===== src/rtl/axis_dw_upsizer_if.sv =====
// axis_dw_upsizer_if: narrow input stream plus wide output stream of the upsizer.
interface axis_dw_upsizer_if #(
  parameter int IN_W  = 32,
  parameter int RATIO = 2
);
  localparam int OUT_W = IN_W * RATIO;
  localparam int IKW   = IN_W / 8;
  localparam int OKW   = OUT_W / 8;
  logic [IN_W-1:0]  i_axis_data;
  logic [IKW-1:0]   i_axis_keep;
  logic             i_axis_valid;
  logic             i_axis_last;
  logic             o_axis_ready;
  logic [OUT_W-1:0] o_axis_data;
  logic [OKW-1:0]   o_axis_keep;
  logic             o_axis_valid;
  logic             o_axis_last;
  logic             i_axis_ready;
  modport slave (
    input  i_axis_data, i_axis_keep, i_axis_valid, i_axis_last, i_axis_ready,
    output o_axis_ready, o_axis_data, o_axis_keep, o_axis_valid, o_axis_last
  );
  modport master (
    output i_axis_data, i_axis_keep, i_axis_valid, i_axis_last, i_axis_ready,
    input  o_axis_ready, o_axis_data, o_axis_keep, o_axis_valid, o_axis_last
  );
endinterface


===== src/rtl/axis_dw_upsizer.sv =====
// axis_dw_upsizer: packs RATIO IN_W-bit beats into one word, first beat in the MSB lanes.
// Defining DW_KEEP_CHK_EN adds o_keep_err, a registered pulse on malformed input keep.
module axis_dw_upsizer #(
  parameter int IN_W  = 32,
  parameter int RATIO = 2
) (
  input  logic i_clk,
  input  logic i_rst_n,
`ifdef DW_KEEP_CHK_EN
  output logic o_keep_err,
`endif
  axis_dw_upsizer_if.slave bus
);
  localparam int OUT_W = IN_W * RATIO;
  localparam int IKW   = IN_W / 8;
  localparam int OKW   = OUT_W / 8;
  localparam int SW    = $clog2(RATIO);
  logic [SW-1:0]    slot_q, slot_d;
  logic [OUT_W-1:0] acc_data_q, acc_data_d, out_data_q, out_data_d, mrg_data;
  logic [OKW-1:0]   acc_keep_q, acc_keep_d, out_keep_q, out_keep_d, mrg_keep;
  logic             out_valid_q, out_valid_d, out_last_q, out_last_d;
  logic             in_fire, done;
  assign bus.o_axis_ready = ~out_valid_q | bus.i_axis_ready;
  assign bus.o_axis_data  = out_data_q;
  assign bus.o_axis_keep  = out_keep_q;
  assign bus.o_axis_valid = out_valid_q;
  assign bus.o_axis_last  = out_last_q;
  assign in_fire = bus.i_axis_valid & bus.o_axis_ready;
  assign done    = in_fire & (bus.i_axis_last | (slot_q == SW'(RATIO - 1)));
  // Unwritten slots of the accumulator are always zero, so a short word needs no extra masking.
  always_comb begin
    mrg_data = acc_data_q;
    mrg_keep = acc_keep_q;
    for (int k = 0; k < RATIO; k++)
      if (slot_q == SW'(k)) begin
        mrg_data[OUT_W-1-k*IN_W -: IN_W] = bus.i_axis_data;
        mrg_keep[OKW-1-k*IKW -: IKW]     = bus.i_axis_keep;
      end
  end
  always_comb begin
    slot_d      = done ? '0 : in_fire ? slot_q + 1'b1 : slot_q;
    acc_data_d  = done ? '0 : in_fire ? mrg_data : acc_data_q;
    acc_keep_d  = done ? '0 : in_fire ? mrg_keep : acc_keep_q;
    out_valid_d = done | (out_valid_q & ~bus.i_axis_ready);
    out_data_d  = done ? mrg_data : out_data_q;
    out_keep_d  = done ? mrg_keep : out_keep_q;
    out_last_d  = done ? bus.i_axis_last : out_last_q;
  end
  always_ff @(posedge i_clk or negedge i_rst_n)
    if (!i_rst_n) begin
      slot_q      <= '0;
      acc_data_q  <= '0;
      acc_keep_q  <= '0;
      out_valid_q <= 1'b0;
      out_data_q  <= '0;
      out_keep_q  <= '0;
      out_last_q  <= 1'b0;
    end else begin
      slot_q      <= slot_d;
      acc_data_q  <= acc_data_d;
      acc_keep_q  <= acc_keep_d;
      out_valid_q <= out_valid_d;
      out_data_q  <= out_data_d;
      out_keep_q  <= out_keep_d;
      out_last_q  <= out_last_d;
    end
`ifdef DW_KEEP_CHK_EN
  logic [IKW-1:0] inv_keep;
  logic           keep_err_q, keep_err_d;
  assign inv_keep   = ~bus.i_axis_keep;
  assign o_keep_err = keep_err_q;
  // A last-beat keep is legal only as 1..10..0; its inverse is then 0..01..1.
  always_comb
    keep_err_d = in_fire & (bus.i_axis_last ? |(inv_keep & (inv_keep + 1'b1))
                                            : (bus.i_axis_keep != '1));
  always_ff @(posedge i_clk or negedge i_rst_n)
    if (!i_rst_n) keep_err_q <= 1'b0;
    else keep_err_q <= keep_err_d;
`endif
endmodule


===== src/flat_wrapper.sv =====
// flat-port wrapper written by rule: the top's interface ports become plain ports
module axis_dw_upsizer_flat 
#(
  parameter int IN_W  = 32,
  parameter int RATIO = 2
)
  (i_clk, i_rst_n, bus_i_axis_data, bus_i_axis_keep, bus_i_axis_valid, bus_i_axis_last, bus_i_axis_ready, bus_o_axis_ready, bus_o_axis_data, bus_o_axis_keep, bus_o_axis_valid, bus_o_axis_last);
  axis_dw_upsizer_if #(.IN_W(IN_W), .RATIO(RATIO)) bus_i ();
  input  logic i_clk;
  input  logic i_rst_n;
  input wire logic [$bits(bus_i.i_axis_data)-1:0] bus_i_axis_data;
  input wire logic [$bits(bus_i.i_axis_keep)-1:0] bus_i_axis_keep;
  input wire logic [$bits(bus_i.i_axis_valid)-1:0] bus_i_axis_valid;
  input wire logic [$bits(bus_i.i_axis_last)-1:0] bus_i_axis_last;
  input wire logic [$bits(bus_i.i_axis_ready)-1:0] bus_i_axis_ready;
  output wire logic [$bits(bus_i.o_axis_ready)-1:0] bus_o_axis_ready;
  output wire logic [$bits(bus_i.o_axis_data)-1:0] bus_o_axis_data;
  output wire logic [$bits(bus_i.o_axis_keep)-1:0] bus_o_axis_keep;
  output wire logic [$bits(bus_i.o_axis_valid)-1:0] bus_o_axis_valid;
  output wire logic [$bits(bus_i.o_axis_last)-1:0] bus_o_axis_last;
  assign bus_i.i_axis_data = bus_i_axis_data;
  assign bus_i.i_axis_keep = bus_i_axis_keep;
  assign bus_i.i_axis_valid = bus_i_axis_valid;
  assign bus_i.i_axis_last = bus_i_axis_last;
  assign bus_i.i_axis_ready = bus_i_axis_ready;
  assign bus_o_axis_ready = bus_i.o_axis_ready;
  assign bus_o_axis_data = bus_i.o_axis_data;
  assign bus_o_axis_keep = bus_i.o_axis_keep;
  assign bus_o_axis_valid = bus_i.o_axis_valid;
  assign bus_o_axis_last = bus_i.o_axis_last;
  axis_dw_upsizer #(.IN_W(IN_W), .RATIO(RATIO)) u_core (.i_clk(i_clk), .i_rst_n(i_rst_n), .bus(bus_i));
endmodule

===== config.mk =====
export PLATFORM = sky130hd
export DESIGN_NAME = axis_dw_upsizer_flat
export DESIGN_NICKNAME = d
export VERILOG_FILES = /design/src/rtl/axis_dw_upsizer_if.sv /design/src/rtl/axis_dw_upsizer.sv /design/src/flat_wrapper.sv
export SDC_FILE = /design/constraint.sdc
export NUM_CORES = 1
export LEC_CHECK = 0
export ABC_CLOCK_PERIOD_IN_PS = 1700
export BUFFER_PORTS_ARGS = -buffer_cell sky130_fd_sc_hd__buf_2
export CORE_MARGIN = 1
export CORE_UTILIZATION = 35
export DETAILED_ROUTE_END_ITERATION = 12
export GPL_TIMING_DRIVEN = 1
export PLACE_DENSITY = 0.52
export RECOVER_POWER = 100
export SLEW_MARGIN = 5
export SYNTH_ARGS = -nofsm -noshare
export SYNTH_HDL_FRONTEND = slang
export SYNTH_SLANG_ARGS = --single-unit

===== constraint.sdc =====
create_clock -name i_clk -period 1.7 [get_ports i_clk]
set_input_delay 0.34 -clock i_clk [delete_from_list [all_inputs] [get_ports i_clk]]
set_output_delay 0.34 -clock i_clk [all_outputs]
set_load 0.05 [all_outputs]

==> flow_summary.yaml, run 1 <==
timing:
  setup_tns_ps: 0
  period_share_pct: 95.2
  finalHoldViolCount: 0
  drv_slew: 0
  finalSetupViolations: 0
  rsz0062_at_grt: "false"
  clock.fmax_mhz: 618
  worst_slew_pin_slew_ps: 615
  slew_headroom_pct: 59.0
  fin_skew_ps: 9.37
  finalCriticalPeriod_ps: 1620
yosys:
  syn-num-nets: 518
  ys_ff_latch: 147
  synth_top_cell_by_area: "dfrtp_1"
  yosysMostFrequentCell: "dfrtp_1"
  ys_seq_area_share_pct: 55.8
  avgSynthCellArea_um2: 13.8
  yosys-top-cells-area: "dfrtp_1 56%, mux2_2 14%, mux2_4 14%"
  synth_edf_count: 0
  synth_common_cells: "147 x dfrtp_1, 84 x mux2_2, 60 x mux2_4, 37 x and2_1"
  synth_warnings: 0
  ys_types: 20
  syn-instance-count: 477
  synthArstFlopShare_pct: 100
  synthFlopType: "dfrtp_1"
  syn_area_um2: 6590
  synth_top_area_share_pct: 55.8
clock_network:
  htreeDepth: 4
  cts_buffer_depth: 2
  post_cts_buffers: 0
  root_buffer: "clkbuf_16"
  clk_pin_slew_ps: 60
  clock_latency_ps: 430
  cts_made_buffers: 17
  cts_tree: "done"
  clock_sinks: 147
routing:
  drt-wirelength-per-cell_um: 17.1
  drc: 10
  routed_via_density: 4.85
  drtAntennaViolNets: 0
  drt_first_pass_iters: 11
  drt-initial-drc-count: 131
  routed_wl_mm: 14.4
  num_vias: 4077
power_and_ir_drop:
  powerDensity_nw_per_um2: 1580
  p_leak_nw: 3.90
  vdd_ir_drop_max_uv: 757
layout:
  drive_above_1_share_pct: 43.5
  antenna_cells: 0
  fin_nets: 639
  syn_to_final_growth_pct: 20.0
  fillers: 1733
  final_util_pct: 43.4
worst_setup_path:
  cp_slowest_cell: "dfrtp_4"
  cp.arrival_ps: 1920
  critical_path.max_stage_delay_ps: 500
  start_kind: "register"
  cp_max_fo: 29
  critPathKind: "register to register"
  path_cells: "nor2_1 -> nand3b_4 -> buf_12 -> mux2_1"
  crit_path_end_kind: "register"
  required_ps: 2000
place:
  dp_hpwl_mm: 9.46
  gp_congestion: 0.747
  numPortBuffers: 115
global_route:
  grt.overflow.total: 0
  grt_max_degree: 46
  grtUsageTotal_pct: 16.1
  grt_pass1_vias: 4496
  grt_pass1_wl_mm: 24.3
  antenna_found_initial: 0
floorplanning:
  io_pins: 116
  die_area_um2: 19400
  die_y_um: 139
  row_count: 49
  start_util_pct: 36.2
  die_w_um: 139
  core_um2: 18200
flow_run:
  cap_violations: 0
run_status:
  status: "complete, but fails checks"
  failed_checks: "design-rule violations"
min_path:
  min_path_type: "primary input to register"
-- cell type report --
| type | instances | area (µm²) | area share, % |
|---|---|---|---|
| flip-flops and latches | 147 | 3680 | 46.6 |
| clock buffers | 22 | 464 | 5.87 |
| clock inverters | 10 | 131 | 1.66 |
| inverters | 36 | 135 | 1.71 |
| repair buffers | 137 | 840 | 10.6 |
| well taps | 229 | 287 | 3.62 |
| multi-input cells | 259 | 2370 | 30.0 |
-- routing by layer --
layer  track usage (%)  vias to the layer above  wire [µm]
li1                  -                     1891          -
met5                 0                        -          0
met4              6.73                        0        211
met2              24.1                      104       6440
met3              3.99                       16        746
met1              22.4                     2066       6990
-- cells in the final DEF (no fill, tap or decap) --
cell type and n:
buf_4 6, buf_6 1, clkbuf_1 5, clkbuf_16 17
clkinv_2 5, a22o_1 1, inv_1 36, and2_0 9
clkinvlp_4 1, dfrtp_4 1, nand4_1 36, mux2_2 84
and2_1 28, nand3b_4 1, buf_12 8, o21ai_0 36
buf_2 39, bufinv_16 3, clkbuf_2 76, nor2_1 1
nand2b_2 1, clkbuf_8 2, dlygate4sd3_1 1, clkbuf_4 4
mux2_4 16, dfrtp_1 146, nand2_1 1, mux2_1 44
clkinv_4 1, o21a_1 1
-- worst paths after layout --
check	startpoint	endpoint	slack [ps]	cells after the start
max	u_core.slot_q	u_core.bus.o_axis_data[42]	80	4
min	bus_i_axis_data[12]	u_core.acc_data_q[44]	190	3
max reg2reg	u_core.slot_q	u_core.bus.o_axis_data[42]	80	4
min reg2reg	u_core.acc_data_q[31]	u_core.acc_data_q[31]	480	1
max in group asynchronous	i_rst_n	u_core.acc_data_q[6]	270	3
min in group asynchronous	i_rst_n	u_core.bus.o_axis_data[1]	410	2
-- stage by stage --
stage | setup WS (ps) | hold WS, ps | cells | power [W] | cell area [µm²]
after floorplan | 29.9 | 44.4 | 477 | 0.00795 | 6590
after global placement | 113 | 309 | 807 | 0.00901 | 7500
after detailed placement | 92.9 | 313 | 807 | 0.00906 | 7500
after CTS | 47.3 | 171 | 840 | 0.0130 | 8110
after global routing | 12.7 | 195 | 840 | 0.0130 | 7910
final | 81.8 | 192 | 840 | 0.0125 | 7910
-- timing repair --
action / 4_1_cts / 5_1_grt
endpoints found under the hold margin: 40 / 0
hold buffers: 1 / 0
endpoints found under the setup margin: 0 / 1
gates resized for setup: 0 / 1
-- where the power goes --
group | total, W | internal (W) | switching (W)
clock network | 0.00382 | 0.00237 | 0.00144
registers | 0.00452 | 0.00414 | 0.000388
logic | 0.00413 | 0.00127 | 0.00287
-- worst max-delay path: cells and delay by family (launching register included) --
family,cells,cell delay [ps]
buf+inv,1,230
flops,1,500
mux,1,340
simple gates,2,410
-- cells by family (layout without fill, tap and decap cells) --
group / after synthesis / in the layout / share of synthesized area (%)
flip-flops: 147 / 147 / 55.8
multiplexers: 144 / 144 / 28.0
AND/OR/NAND/NOR: 77 / 77 / 7.56
buffers and inverters: 71 / 205 / 5.62
AO/OA/AOI/OAI: 38 / 38 / 2.98
-- flip-flops by register name (all words and copies together), names as in the netlist --
name / count
u_core.acc_keep_q: 8
u_core.bus.o_axis_last: 1
u_core.bus.o_axis_data: 64
u_core.acc_data_q: 64
u_core.slot_q: 1
u_core.bus.o_axis_keep: 8
u_core.bus.o_axis_valid: 1
Power figures use the tool's default switching activity.
==> inputs of run 2 (changes only) <==
Settings changed: CORE_ASPECT_RATIO from default to 1.5.
==> run 2 against run 1 <==
Compared with the run above:
- the flow now finishes without violations
- via count is essentially flat
- core utilization shrank 0.70 points
- worst setup slack gained 12 ps
- final cell count grew 2.6%
- hold slack gained 4.5 ps
- combinational power shrank 2%
- sequential power is essentially flat
- count of clock-buffer cells in the layout shrank 1
- design area shrank 0.19%
- fmax grew 0.76%
- clock skew is essentially flat
==> flow_summary.yaml, run 2 (synthesis results as in run 1) <==
timing:
  worst_slew_pin_slew_ps: 1060
  fin_skew_ps: 9.79
  clock.fmax_mhz: 623
  drv_slew: 0
  finalHoldViolCount: 0
  holdWs_ps: 197
  setup_tns_ps: 0
  finalSetupViolations: 0
  period_share_pct: 94.5
  finalCriticalPeriod_ps: 1610
  rsz0062_at_grt: "false"
  slew_headroom_pct: 29.6
place:
  dp_hpwl_mm: 10.2
  numPortBuffers: 115
  placed_area_um2: 7530
  gp_congestion: 0.720
layout:
  final_area_um2: 7900
  final_cell_mix: "146 x dfrtp_1, 84 x mux2_2, 72 x clkbuf_2"
  final_util_pct: 42.7
  final_common_cell: "dfrtp_1"
  fin_nets: 639
  syn_to_final_growth_pct: 19.8
  drive_above_1_share_pct: 41.5
routing:
  num_vias: 4076
  drt-wirelength-per-cell_um: 17.8
  drt_first_pass_iters: 5
  drtAntennaViolNets: 0
  drc: 0
  routed_wl_mm: 15.4
  routed_via_density: 4.73
  drt-initial-drc-count: 213
worst_setup_path:
  required_ps: 1990
  cp.arrival_ps: 1890
  cp_max_fo: 44
  crit_path_end_kind: "register"
  rrSetupSlack_ps: 90
  r2r-end: "u_core.bus.o_axis_data[19]"
  cp-startpoint: "u_core.slot_q"
  critPathKind: "register to register"
  rr_startpoint: "u_core.slot_q"
  start_kind: "register"
  reg2regPathDepth: 3
  critical_path.endpoint: "u_core.bus.o_axis_data[19]"
flow_run:
  cap_violations: 0
global_route:
  antenna_found_initial: 1
  grt_pass1_wl_mm: 24.8
  grt_pass1_vias: 4435
  grtUsageTotal_pct: 17.0
  grt_max_degree: 45
  grt.overflow.total: 0
floorplanning:
  io_pins: 116
  die_y_um: 170
  die_area_um2: 19400
  core_um2: 18500
  die_w_um: 114
  row_count: 61
  start_util_pct: 35.7
clock_network:
  post_cts_buffers: 0
  cts_made_buffers: 17
  clock_latency_ps: 410
  cts_tree: "done"
  root_buffer: "clkbuf_16"
  htreeDepth: 4
  clk_pin_slew_ps: 60
  clock_sinks: 147
  cts_buffer_depth: 2
power_and_ir_drop:
  powerDensity_nw_per_um2: 1570
  vdd_ir_drop_max_uv: 611
  finalPower_w: 0.0124
  p_leak_nw: 3.84
min_path:
  min_path_type: "primary input to register"
  min_from: "bus_i_axis_data[16]"
  holdPathStages: 3
run_status:
  status: "finished, final reports clean"
## run 2: changes by cell type in the layout (fill, tap and decap cells not counted), moves of 3 or more
cell,delta
mux2_1,+14
mux2_4,-14
buf_4,+4
clkbuf_2,-4
and2_0,+3
and2_1,-3
## run 2: what timing repair did
action / 4_1_cts / 5_1_grt
setup endpoints to repair: 0 / 1
gates resized for setup: 0 / 1
hold buffers: 1 / 0
hold endpoints to repair: 36 / 0
## run 2: area by class of cell
type / instances / area (µm²)
clock buffer: 21 / 470
sequential: 147 / 3680
fill: 1822 / 10600
clock inverter: 9 / 130
tap: 252 / 315
timing repair buffer: 137 / 833
multi-input combinational: 259 / 2330
inverter: 36 / 135
antenna: 1 / 2.50
## run 2: layer usage
metal	vias to the layer above	wire length (µm)	global-route usage, %
met5	-	0	0
met4	0	315	6.21
met3	17	576	4.02
met2	97	8020	29.5
met1	2080	6440	20.2
li1	1882	-	-
## run 2: metrics by stage
step,instances,setup slack (ps)
floorplan,477,29.9
global placement,830,89.8
detailed placement,830,73.4
CTS,861,33.7
global route,861,26.6
finish,862,94.0
## run 2: worst min-delay path by stage
stage | slack (ps) | endpoint
after CTS | 180 | u_core.acc_data_q[53]
final | 200 | u_core.acc_data_q[48]
after global routing | 190 | u_core.acc_data_q[53]
after detailed placement | 310 | u_core.bus.o_axis_keep[2]
after global placement | 300 | u_core.bus.o_axis_keep[2]
after floorplan | 40 | u_core.acc_data_q[0]
## run 2: report_power, final
group	internal [W]	total (W)	switching, W
Clock	0.00241	0.00383	0.00142
Combinational	0.00117	0.00404	0.00287
Sequential	0.00414	0.00455	0.000417
## run 2: worst max-delay path, cell delays in order (launching register included)
cell and delay, ps:
dfrtp_4 450, buf_8 330, mux2_2 390, mux2_1 280
==> inputs of run 3 (changes only) <==
Settings changed: CORE_ASPECT_RATIO 1.5 to default, CORE_UTILIZATION 35 to 56, PLACE_DENSITY 0.52 to 0.78.
==> run 3 against run 2 <==
Compared with the run above:
- critical path depth stayed put
- global-route usage increased by 6.7 points
- first-iteration DRC count fell by 0.94%
- sequential power hardly changed
- count of clock-buffer cells in the layout up 5
- worst setup slack worse by 41 ps
- sequential cell count is the same
- core utilization up 24 points
==> flow_summary.yaml, run 3 (synthesis results as in run 1) <==
clock_network:
  clock_latency_ps: 420
  clk_pin_slew_ps: 60
  root_buffer: "clkbuf_16"
  cts_tree: "done"
  cts_buffer_depth: 2
  cts_made_buffers: 17
  htreeDepth: 4
  post_cts_buffers: 0
  clock_sinks: 147
floorplanning:
  io_pins: 116
  start_util_pct: 57.5
  core_um2: 11500
  die_y_um: 110
  die_area_um2: 12200
  row_count: 39
  die_w_um: 110
worst_setup_path:
  cp_max_fo: 17
  cp.arrival_ps: 1310
  start_kind: "register"
  critPathKind: "register to primary output"
  required_ps: 1360
  crit_path_end_kind: "primary output"
layout:
  drive_above_1_share_pct: 42.9
  syn_to_final_growth_pct: 16.8
  instances_no_fill: 744
  antenna_cells: 0
  fin_nets: 631
  final_cell_mix: "146 x dfrtp_1, 84 x mux2_2, 70 x clkbuf_2"
  final_common_cell: "dfrtp_1"
  fillers: 852
routing:
  drt-initial-drc-count: 211
  wl_met2_mm: 6.47
  drc: 0
  num_vias: 4121
  met3_wirelength_um: 792
  route.top_layer_used: "met4"
  drt-met1-wl_mm: 5.97
  drt_first_pass_iters: 4
  routed_wl_mm: 13.5
  drt-wirelength-per-cell_um: 18.1
  drtAntennaViolNets: 0
  routed_via_density: 5.54
place:
  numPortBuffers: 115
  place_inst: 713
  gp_congestion: 0.706
  dp_hpwl_mm: 8.28
min_path:
  min_path_type: "primary input to register"
timing:
  drv_slew: 0
  finalSetupViolations: 0
  setup_tns_ps: 0
  slew_headroom_pct: 60.5
  worst_slew_pin_slew_ps: 595
  finalCriticalPeriod_ps: 1650
  period_share_pct: 96.9
  fin_skew_ps: 6.97
  rsz0062_at_grt: "false"
  finalHoldViolCount: 0
  clock.fmax_mhz: 607
power_and_ir_drop:
  switching_share_pct: 37.7
  power_switching_w: 0.00459
  comb_power_share_pct: 33.9
  intPower_w: 0.00757
  power_frac_seq_pct: 37.1
  finalPower_w: 0.0122
  clockPowerShare_pct: 29.0
  vdd_ir_drop_max_uv: 1150
  powerDensity_nw_per_um2: 1580
  p_leak_nw: 3.83
global_route:
  grt_max_degree: 74
  grtUsageTotal_pct: 23.7
  grt_pass1_wl_mm: 22.6
  grt.overflow.total: 0
  antenna_found_initial: 0
  grt_pass1_vias: 4368
flow_run:
  cap_violations: 0
run_status:
  status: "finished, final reports clean"
run 3: cell types whose count changed in the layout (fill, tap and decap cells not counted), sizes merged:
cell	change
clkinv	-3
bufinv	-2
buf	-8
clkbuf	+5
diode	-1
run 3: timing repair:
action                     CTS  global route
hold buffers                 1             0
setup endpoints to repair    1             1
gates resized for setup      3             2
pin swaps                    0             0
hold endpoints to repair    38             0
run 3: area by class of cell:
cell class / count / area, µm² / area share (%)
flip-flops and latches: 147 / 3680 / 47.8
multi-input cells: 259 / 2400 / 31.2
repair buffers: 129 / 746 / 9.68
clock buffers: 26 / 509 / 6.61
well taps: 143 / 179 / 2.32
inverters: 36 / 135 / 1.75
clock inverters: 4 / 47.5 / 0.617
run 3: power groups by stage:
stage                     Combinational, W  Sequential, W  Clock [W]
after detailed placement           0.00441        0.00455          0
after floorplan                    0.00157        0.00637          0
final                              0.00412        0.00452    0.00352
after CTS                          0.00444        0.00451    0.00358
after global routing               0.00433        0.00459    0.00371
after global placement             0.00434        0.00453          0
run 3: metal layers:
metal  vias up  global-route usage, %
met3        23                   5.87
li1       1877                      -
met4         0                   9.07
met2       124                   37.1
met1      2097                   32.0
met5         -                      0
run 3: worst max-delay path, stage by stage, from the launching register on:
cell and delay [ps]:
dfrtp_1 380, nand2b_2 150, buf_12 180, buf_6 170
run 3: worst paths after layout:
kind	endpoint	slack, ps	start	cells after the start
worst max-delay path	bus_o_axis_ready	50	u_core.bus.o_axis_valid	3
worst min-delay path	u_core.acc_data_q[50]	190	bus_i_axis_data[18]	3
worst max register to register	u_core.bus.o_axis_data[44]	70	u_core.slot_q	3
worst min register to register	u_core.acc_data_q[3]	480	u_core.acc_data_q[3]	1
max in group asynchronous	u_core.slot_q	270	i_rst_n	3
min in group asynchronous	u_core.bus.o_axis_keep[2]	400	i_rst_n	2
run 3: stage by stage:
stage / utilization [%] / worst slack [ps] / hold WS, ps / area [µm²]
6_report: 67.1 / 52.8 / 186 / 7700
2_1_floorplan: - / 29.9 / 44.4 / 6590
5_1_grt: 67.1 / 7.85 / 211 / 7700
3_5_place_dp: 63.6 / 108 / 296 / 7290
4_1_cts: 68.6 / 6.02 / 180 / 7870
3_3_place_gp: 63.6 / 127 / 286 / 7290
